<file path="src/rtl/dtc_seq_engine.sv">
// Sequential decision-tree classifier: walks one node of a loadable table per clock.
// Optional macro DTC_PERF_CNT_EN builds the completed-classification counter on perf_cnt.
module dtc_seq_engine #(
    parameter int N_FEAT        = 12,
    parameter int CLS_W         = 3,
    parameter int NODE_AW       = 7,
    parameter int MAX_DEPTH     = 12,
    parameter int DEFAULT_CLASS = 0,
    parameter int FW            = $clog2(N_FEAT),
    parameter int ENT_W         = 1 + FW + 2*NODE_AW
) (
    input  logic               clk,
    input  logic               rst,
    input  logic               cfg_we,
    input  logic [NODE_AW-1:0] cfg_addr,
    input  logic [ENT_W-1:0]   cfg_wdata,
    output logic               cfg_err,
    input  logic               in_valid,
    output logic               in_ready,
    input  logic [N_FEAT-1:0]  in_feat,
    output logic               out_valid,
    input  logic               out_ready,
    output logic [CLS_W-1:0]   out_class,
    output logic               out_err,
    output logic [31:0]        perf_cnt
);

    localparam int N_ENT   = 1 << NODE_AW;
    localparam int DEPTH_W = $clog2(MAX_DEPTH + 1);
    localparam logic [ENT_W-1:0] DEF_ENT =
        {1'b1, {(ENT_W-1-CLS_W){1'b0}}, CLS_W'(DEFAULT_CLASS)};

    typedef enum logic [1:0] {S_IDLE, S_WALK, S_DONE} state_t;

    state_t             state_q, state_d;
    logic [ENT_W-1:0]   table_q [N_ENT];
    logic [NODE_AW-1:0] addr_q, addr_d;
    logic [DEPTH_W-1:0] depth_q, depth_d;
    logic [N_FEAT-1:0]  feat_q, feat_d;
    logic [CLS_W-1:0]   cls_q, cls_d;
    logic               err_q, err_d;
    logic               cfg_err_q;

    logic [ENT_W-1:0]   ent;
    logic [FW-1:0]      feat_idx;
    logic               feat_bit;
    logic [NODE_AW-1:0] next_addr;
    logic               cfg_wr;

    assign cfg_wr    = cfg_we && (state_q == S_IDLE);
    assign in_ready  = (state_q == S_IDLE);
    assign out_valid = (state_q == S_DONE);
    assign out_class = cls_q;
    assign out_err   = err_q;
    assign cfg_err   = cfg_err_q;

    always_comb begin
        ent       = table_q[addr_q];
        feat_idx  = ent[2*NODE_AW +: FW];
        feat_bit  = 1'b0;
        // Indices past the last feature fall through and read as 0.
        for (int i = 0; i < N_FEAT; i++) begin
            if (feat_idx == FW'(i)) feat_bit = feat_q[i];
        end
        next_addr = feat_bit ? ent[0 +: NODE_AW] : ent[NODE_AW +: NODE_AW];
    end

    always_comb begin
        state_d = state_q;
        addr_d  = addr_q;
        depth_d = depth_q;
        feat_d  = feat_q;
        cls_d   = cls_q;
        err_d   = err_q;
        case (state_q)
            S_IDLE: begin
                if (in_valid) begin
                    feat_d  = in_feat;
                    addr_d  = '0;
                    depth_d = '0;
                    state_d = S_WALK;
                end
            end
            S_WALK: begin
                if (ent[ENT_W-1]) begin
                    cls_d   = ent[CLS_W-1:0];
                    err_d   = 1'b0;
                    state_d = S_DONE;
                end else if (depth_q == DEPTH_W'(MAX_DEPTH)) begin
                    cls_d   = CLS_W'(DEFAULT_CLASS);
                    err_d   = 1'b1;
                    state_d = S_DONE;
                end else begin
                    addr_d  = next_addr;
                    depth_d = depth_q + 1'b1;
                end
            end
            S_DONE: begin
                if (out_ready) state_d = S_IDLE;
            end
            default: state_d = S_IDLE;
        endcase
    end

    always_ff @(posedge clk) begin
        if (rst) begin
            state_q   <= S_IDLE;
            cls_q     <= '0;
            err_q     <= 1'b0;
            cfg_err_q <= 1'b0;
        end else begin
            state_q   <= state_d;
            cls_q     <= cls_d;
            err_q     <= err_d;
            cfg_err_q <= cfg_we && (state_q != S_IDLE);
        end
    end

    always_ff @(posedge clk) begin
        addr_q  <= addr_d;
        depth_q <= depth_d;
        feat_q  <= feat_d;
    end

    // Reset wipes the whole table back to default leaves; software reloads it.
    always_ff @(posedge clk) begin
        if (rst) begin
            for (int i = 0; i < N_ENT; i++) table_q[i] <= DEF_ENT;
        end else if (cfg_wr) begin
            table_q[cfg_addr] <= cfg_wdata;
        end
    end

`ifdef DTC_PERF_CNT_EN
    logic [31:0] perf_q;

    always_ff @(posedge clk) begin
        if (rst) begin
            perf_q <= '0;
        end else if ((state_q == S_DONE) && out_ready) begin
            perf_q <= perf_q + 32'd1;
        end
    end

    assign perf_cnt = perf_q;
`else
    assign perf_cnt = '0;
`endif

endmodule

</file>
<file path="config.mk">
export PLATFORM = sky130hd
export DESIGN_NAME = dtc_seq_engine
export DESIGN_NICKNAME = d
export VERILOG_FILES = /design/src/rtl/dtc_seq_engine.sv
export SDC_FILE = /design/constraint.sdc
export NUM_CORES = 2
export LEC_CHECK = 0
export BUFFER_PORTS_ARGS = -buffer_cell sky130_fd_sc_hd__buf_4
export CAP_MARGIN = 20
export CORE_UTILIZATION = 42
export DETAILED_ROUTE_END_ITERATION = 12
export HOLD_SLACK_MARGIN = 0.08
export PLACE_DENSITY = 0.67
export SLEW_MARGIN = 20
export SYNTH_ARGS = -nofsm -noshare
export SYNTH_HDL_FRONTEND = slang
export SYNTH_SLANG_ARGS = --single-unit
</file>
<file path="constraint.sdc">
create_clock -name clk -period 10.3 [get_ports clk]
set_clock_uncertainty 0.15 [all_clocks]
set_input_delay 1.545 -clock clk [delete_from_list [all_inputs] [get_ports clk]]
set_output_delay 1.545 -clock clk [all_outputs]
set_load 0.005 [all_outputs]
</file>
-- Word-level counts from Yosys, hierarchy flattened
Memories as Yosys holds them, arrays and structs flattened. A register that Yosys moved wholly into a read port is not among the register bits.
Cells that the tools add are included.
Widths: inputs -> output; s select.
- register bits after elaboration: 30
- memory bits (writable): 2432
- word-level logic and storage cells: 79
- memories: 1
- memories (memory ; words ; bits a word ; read ports ; clocked after memory_dff ; write ports ; RTL line ; text):
    table_q ; 128 ; 19 ; 1 ; 1 ; 128 ; 36 ; logic [ENT_W-1:0] table_q [N_ENT];
- add/sub/neg operators: 1
- equal/unequal tests: 19
- muxes and demuxes: 39
- reductions and logical operators: 12
- operators with widths (operator ; count):
    $mux 7 ; 6
    $eq 4x4->1 const B ; 5
    $mux 1 ; 20
    $mux 19 ; 1
    $reduce_or 19->1 ; 1
    $eq 4x3->1 const B ; 4
    $pmux 7 s2 ; 1
    $mux 4 ; 3
    $eq 4x2->1 const B ; 2
    $mux 2 ; 4
    $pmux 4 s2 ; 1
    $mux 3 ; 2
    $ne 2x2->1 const B ; 3
    $pmux 2 s3 ; 1
    $reduce_bool 2->1 ; 3
    $add 4x1->4 const B ; 1
    $eq 4x1->1 const B ; 1
    $logic_not 4->1 ; 1
    $reduce_and 2->1 ; 2
    $reduce_and 4->1 ; 1
    $ne 3x3->1 const B ; 1
    $reduce_and 3->1 ; 1
    $eq 2x1->1 const B ; 1
    $eq 2x2->1 const B ; 1
    3 further kinds ; 4

-- Depth between registers and ports, before layout
- depth in word-level cells: 18
- mapped depth: 18
- gate-level depth less buffers: 10

-- Worst setup path after synthesis
No wires, ideal clock.
- kind: input to register
- from: input port rst
- to: memory table_q[100][0] (netlist bit) (enable)
- data arrival time: 3.475 ns
- slack: 6.332 ns
- stages: 9
- buffers on the path: 3
- cells stage by stage: clkbuf_1 nand2b_1 nor3_1 nand2_1 or3_1 clkbuf_1 clkbuf_1 nor2_1 or2_2
- RTL lines (what ; RTL line ; text):
    start: declaration ; 13 ; input logic rst,
    end: declaration ; 36 ;

==> impl_metrics.env <==
export IMPL_status="complete, no violations"
export IMPL_synth_main_ff_cell="edfxtp_1"
export IMPL_crit_fanout=106
export IMPL_worst_pin_slew_ps=1120
export IMPL_syn_to_final_growth_pct=10.2
export IMPL_htree_levels=5
export IMPL_setup_viol=0
export IMPL_worstPathRequired_ps=10710
export IMPL_hold_buffers=0
export IMPL_cts_sinks=2469
export IMPL_numCtsBuffers=274
export IMPL_power_switching_uw=7310
export IMPL_r2r_end="depth_q[0]"
export IMPL_crit_path_cell_trace="buf_12 -> buf_4 -> mux4_2 -> mux4_2 -> nand2_1 -> a32oi_1 -> o21ai_1 -> and3_1 -> nor2_1 -> inv_1"
export IMPL_syn_avg_cell_area_um2=15.8
export IMPL_p_leak_uw=0.0434
export IMPL_synth_cell_types=69
export IMPL_cts_setup_buffers=0
export IMPL_cts_tree="done"
export IMPL_ys_async_sr_fraction_pct=0
export IMPL_routedWlPerCell_um=31.1
export IMPL_p_per_area_nw_per_um2=207
export IMPL_pin_count=82
export IMPL_clkPwrFrac_pct=35.6
export IMPL_r2r_cells=10
export IMPL_clk_pin_slew_ps=60
export IMPL_worst_path_max_delay_cell="dfxtp_4"
export IMPL_die_area_um2=272000
export IMPL_crit_path_start_kind="flip-flop"
export IMPL_netlist_area_leader_share_pct=65.0
export IMPL_vias=63479
export IMPL_synthCells=7167
export IMPL_path_delay_family="buffers and inverters"
export IMPL_relSlewSlack_pct=25.1
export IMPL_slew_viol_final=0
export IMPL_netlist_area_um2=113000
export IMPL_initial_core_util_pct=42.3
export IMPL_drc=0
export IMPL_gp_congestion=0.886
export IMPL_die_y_um=522
export IMPL_p_int_uw=18500
export IMPL_port_buffers=49
export IMPL_grt_max_degree=107
export IMPL_ant_nets=0
export IMPL_finalCritPeriodShare_pct=57.0
export IMPL_power_switching_share_pct=28.3
export IMPL_yosys_area_top_type="edfxtp_1"
export IMPL_routed_via_density=5.89
export IMPL_max_stage_delay_ps=870
export IMPL_drv_cap=0
export IMPL_path_common_cell="mux4_2"
export IMPL_max_freq_mhz=170
export IMPL_comb_power_share_pct=19.5
export IMPL_worst_hold_path_type="flip-flop to flip-flop"
export IMPL_drt_iter0_markers=8701
export IMPL_drive_gt1_share_pct=19.8
export IMPL_worstSetupPathDepth=10
export IMPL_cts_root_buf="clkbuf_16"
export IMPL_yosys_warnings=0
export IMPL_ctsResizeCount=0
export IMPL_die_w_um=522
export IMPL_synth_most_common_cell="edfxtp_1"
export IMPL_crit_end="depth_q[0]"
export IMPL_synth_edff_count=2455
export IMPL_end_kind="flip-flop"
export IMPL_grt_util_all_layers_pct=24.5
export IMPL_grt_pass1_wl_mm=473
export IMPL_dr_pass1_iters=6
export IMPL_grt_ovfl_total=0
export IMPL_p_seq_share_pct=44.9
export IMPL_fin_tns_setup_ps=0
export IMPL_rows=190
export IMPL_clock_latency_ps=940
export IMPL_hpwlAfterDp_mm=204
export IMPL_rsz0062_at_grt="false"
export IMPL_cp_data_arrival_time_ps=6280
export IMPL_antenna_found_initial=26
export IMPL_core_um2=268000
export IMPL_synth_common_cells="edfxtp_1 (2,455), and2_1 (2,310), mux4_2 (647), clkbuf_1 (484), mux2i_1 (216)"
export IMPL_vdd_drop_max_v=0.000198
export IMPL_synth_seq_area_share_pct=65.3
export IMPL_finalCriticalPeriod_ps=5870
export IMPL_wirelength_mm=335
export IMPL_cp_num_buf_inv=3
export IMPL_fin_util_pct=46.6
export IMPL_synthTopCellsByArea="edfxtp_1 (65%), mux4_2 (13%), and2_1 (13%)"
export IMPL_hold_violations=0
export IMPL_r2r_slack_ps=4430
export IMPL_final_nets=7083
export IMPL_ys_ff_latch=2469
export IMPL_crit_type="flip-flop to flip-flop"
export IMPL_grt_pass1_vias=62235
export IMPL_cts_buffer_depth=4
==> routing by layer <==
metal  GRT usage (%)  vias up  wire length (um)
li1                -    26165                 -
met5               0        -                64
met2            38.1     3406            156000
met4            10.2        8             15000
met1            33.8    33319            131000
met3            4.61      581             32700
==> worst register-to-register path, cell delays in order, from the launching register on <==
cell	delay, ps
dfxtp_4	870
buf_12	630
buf_4	990
mux4_2	440
mux4_2	300
nand2_1	70
a32oi_1	660
o21ai_1	230
and3_1	370
nor2_1	440
inv_1	380
==> worst min-delay path by stage <==
stage / slack (ps) / depth (start not counted) / startpoint / to
floorplan: 270 / 2 / addr_q[4] / flip-flop
global placement: 310 / 2 / addr_q[5] / flip-flop
detailed placement: 310 / 2 / addr_q[4] / flip-flop
CTS: 310 / 2 / addr_q[5] / flip-flop
global route: 350 / 2 / addr_q[4] / flip-flop
finish: 310 / 2 / addr_q[5] / flip-flop
==> sequential cells by signal, indices dropped and copies added (netlist names), named ones only <==
name and count:
table_q 2432, feat_q 12, out_err 1, cfg_err 1
addr_q 7, state_q 2, depth_q 4, out_class 3
==> cell type report <==
| class | instances | area [um2] |
|---|---|---|
| inverter | 13 | 48.8 |
| antenna | 9 | 22.5 |
| clock inverter | 121 | 957 |
| multi-input combinational | 4025 | 36300 |
| fill | 22609 | 143000 |
| sequential | 2469 | 74000 |
| clock buffer | 328 | 7140 |
| timing repair buffer | 255 | 2010 |
| tap | 3552 | 4440 |
==> cells in the final DEF (no fill, tap or decap), drive strengths merged, types with 38 or more instances in the layout <==
cell / n
and2: 2311
mux4: 652
nand3: 38
or2: 128
clkinv: 99
clkbuf: 328
nand2: 78
or3: 131
edfxtp: 2455
nor2: 170
mux2i: 216
a22oi: 85
buf: 255
==> power groups by stage <==
stage	Sequential, uW	Combinational (uW)	Clock, uW
after global placement	11800	4960	0
final	11600	5030	9210
after detailed placement	11800	4970	0
after CTS	11600	4980	9270
after floorplan	11600	3180	0
after global routing	11600	5150	9620
==> per-stage QoR <==
| stage | instance area (um2) | total power (uW) | hold WS, ps | worst slack [ps] | instances |
|---|---|---|---|---|---|
| 6_report | 125000 | 25800 | 309 | 4430 | 10772 |
| 5_1_grt | 125000 | 26400 | 348 | 4090 | 10768 |
| 4_1_cts | 125000 | 25900 | 311 | 4430 | 10763 |
| 3_5_place_dp | 117000 | 16800 | 305 | 4430 | 10314 |
| 3_3_place_gp | 117000 | 16800 | 310 | 4410 | 10313 |
| 2_1_floorplan | 113000 | 14800 | 274 | 6330 | 7198 |
==> kinds of logic (layout without fill, tap and decap cells) <==
| kind of cell | after synthesis | count (layout) | synth area share (%) |
|---|---|---|---|
| muxes | 874 | 874 | 14.9 |
| DFF | 2469 | 2469 | 65.3 |
| and+or+nand+nor | 2936 | 2936 | 15.6 |
| adders and majority gates | 2 | 2 | 0.0221 |
| AOI/OAI and AO/OA | 179 | 179 | 1.17 |
| xor gates and xnor gates | 2 | 2 | 0.0155 |
| buffers and inverters | 704 | 717 | 2.94 |
| other | 1 | 41 | 0.00331 |
Power figures use the tool's default switching activity.
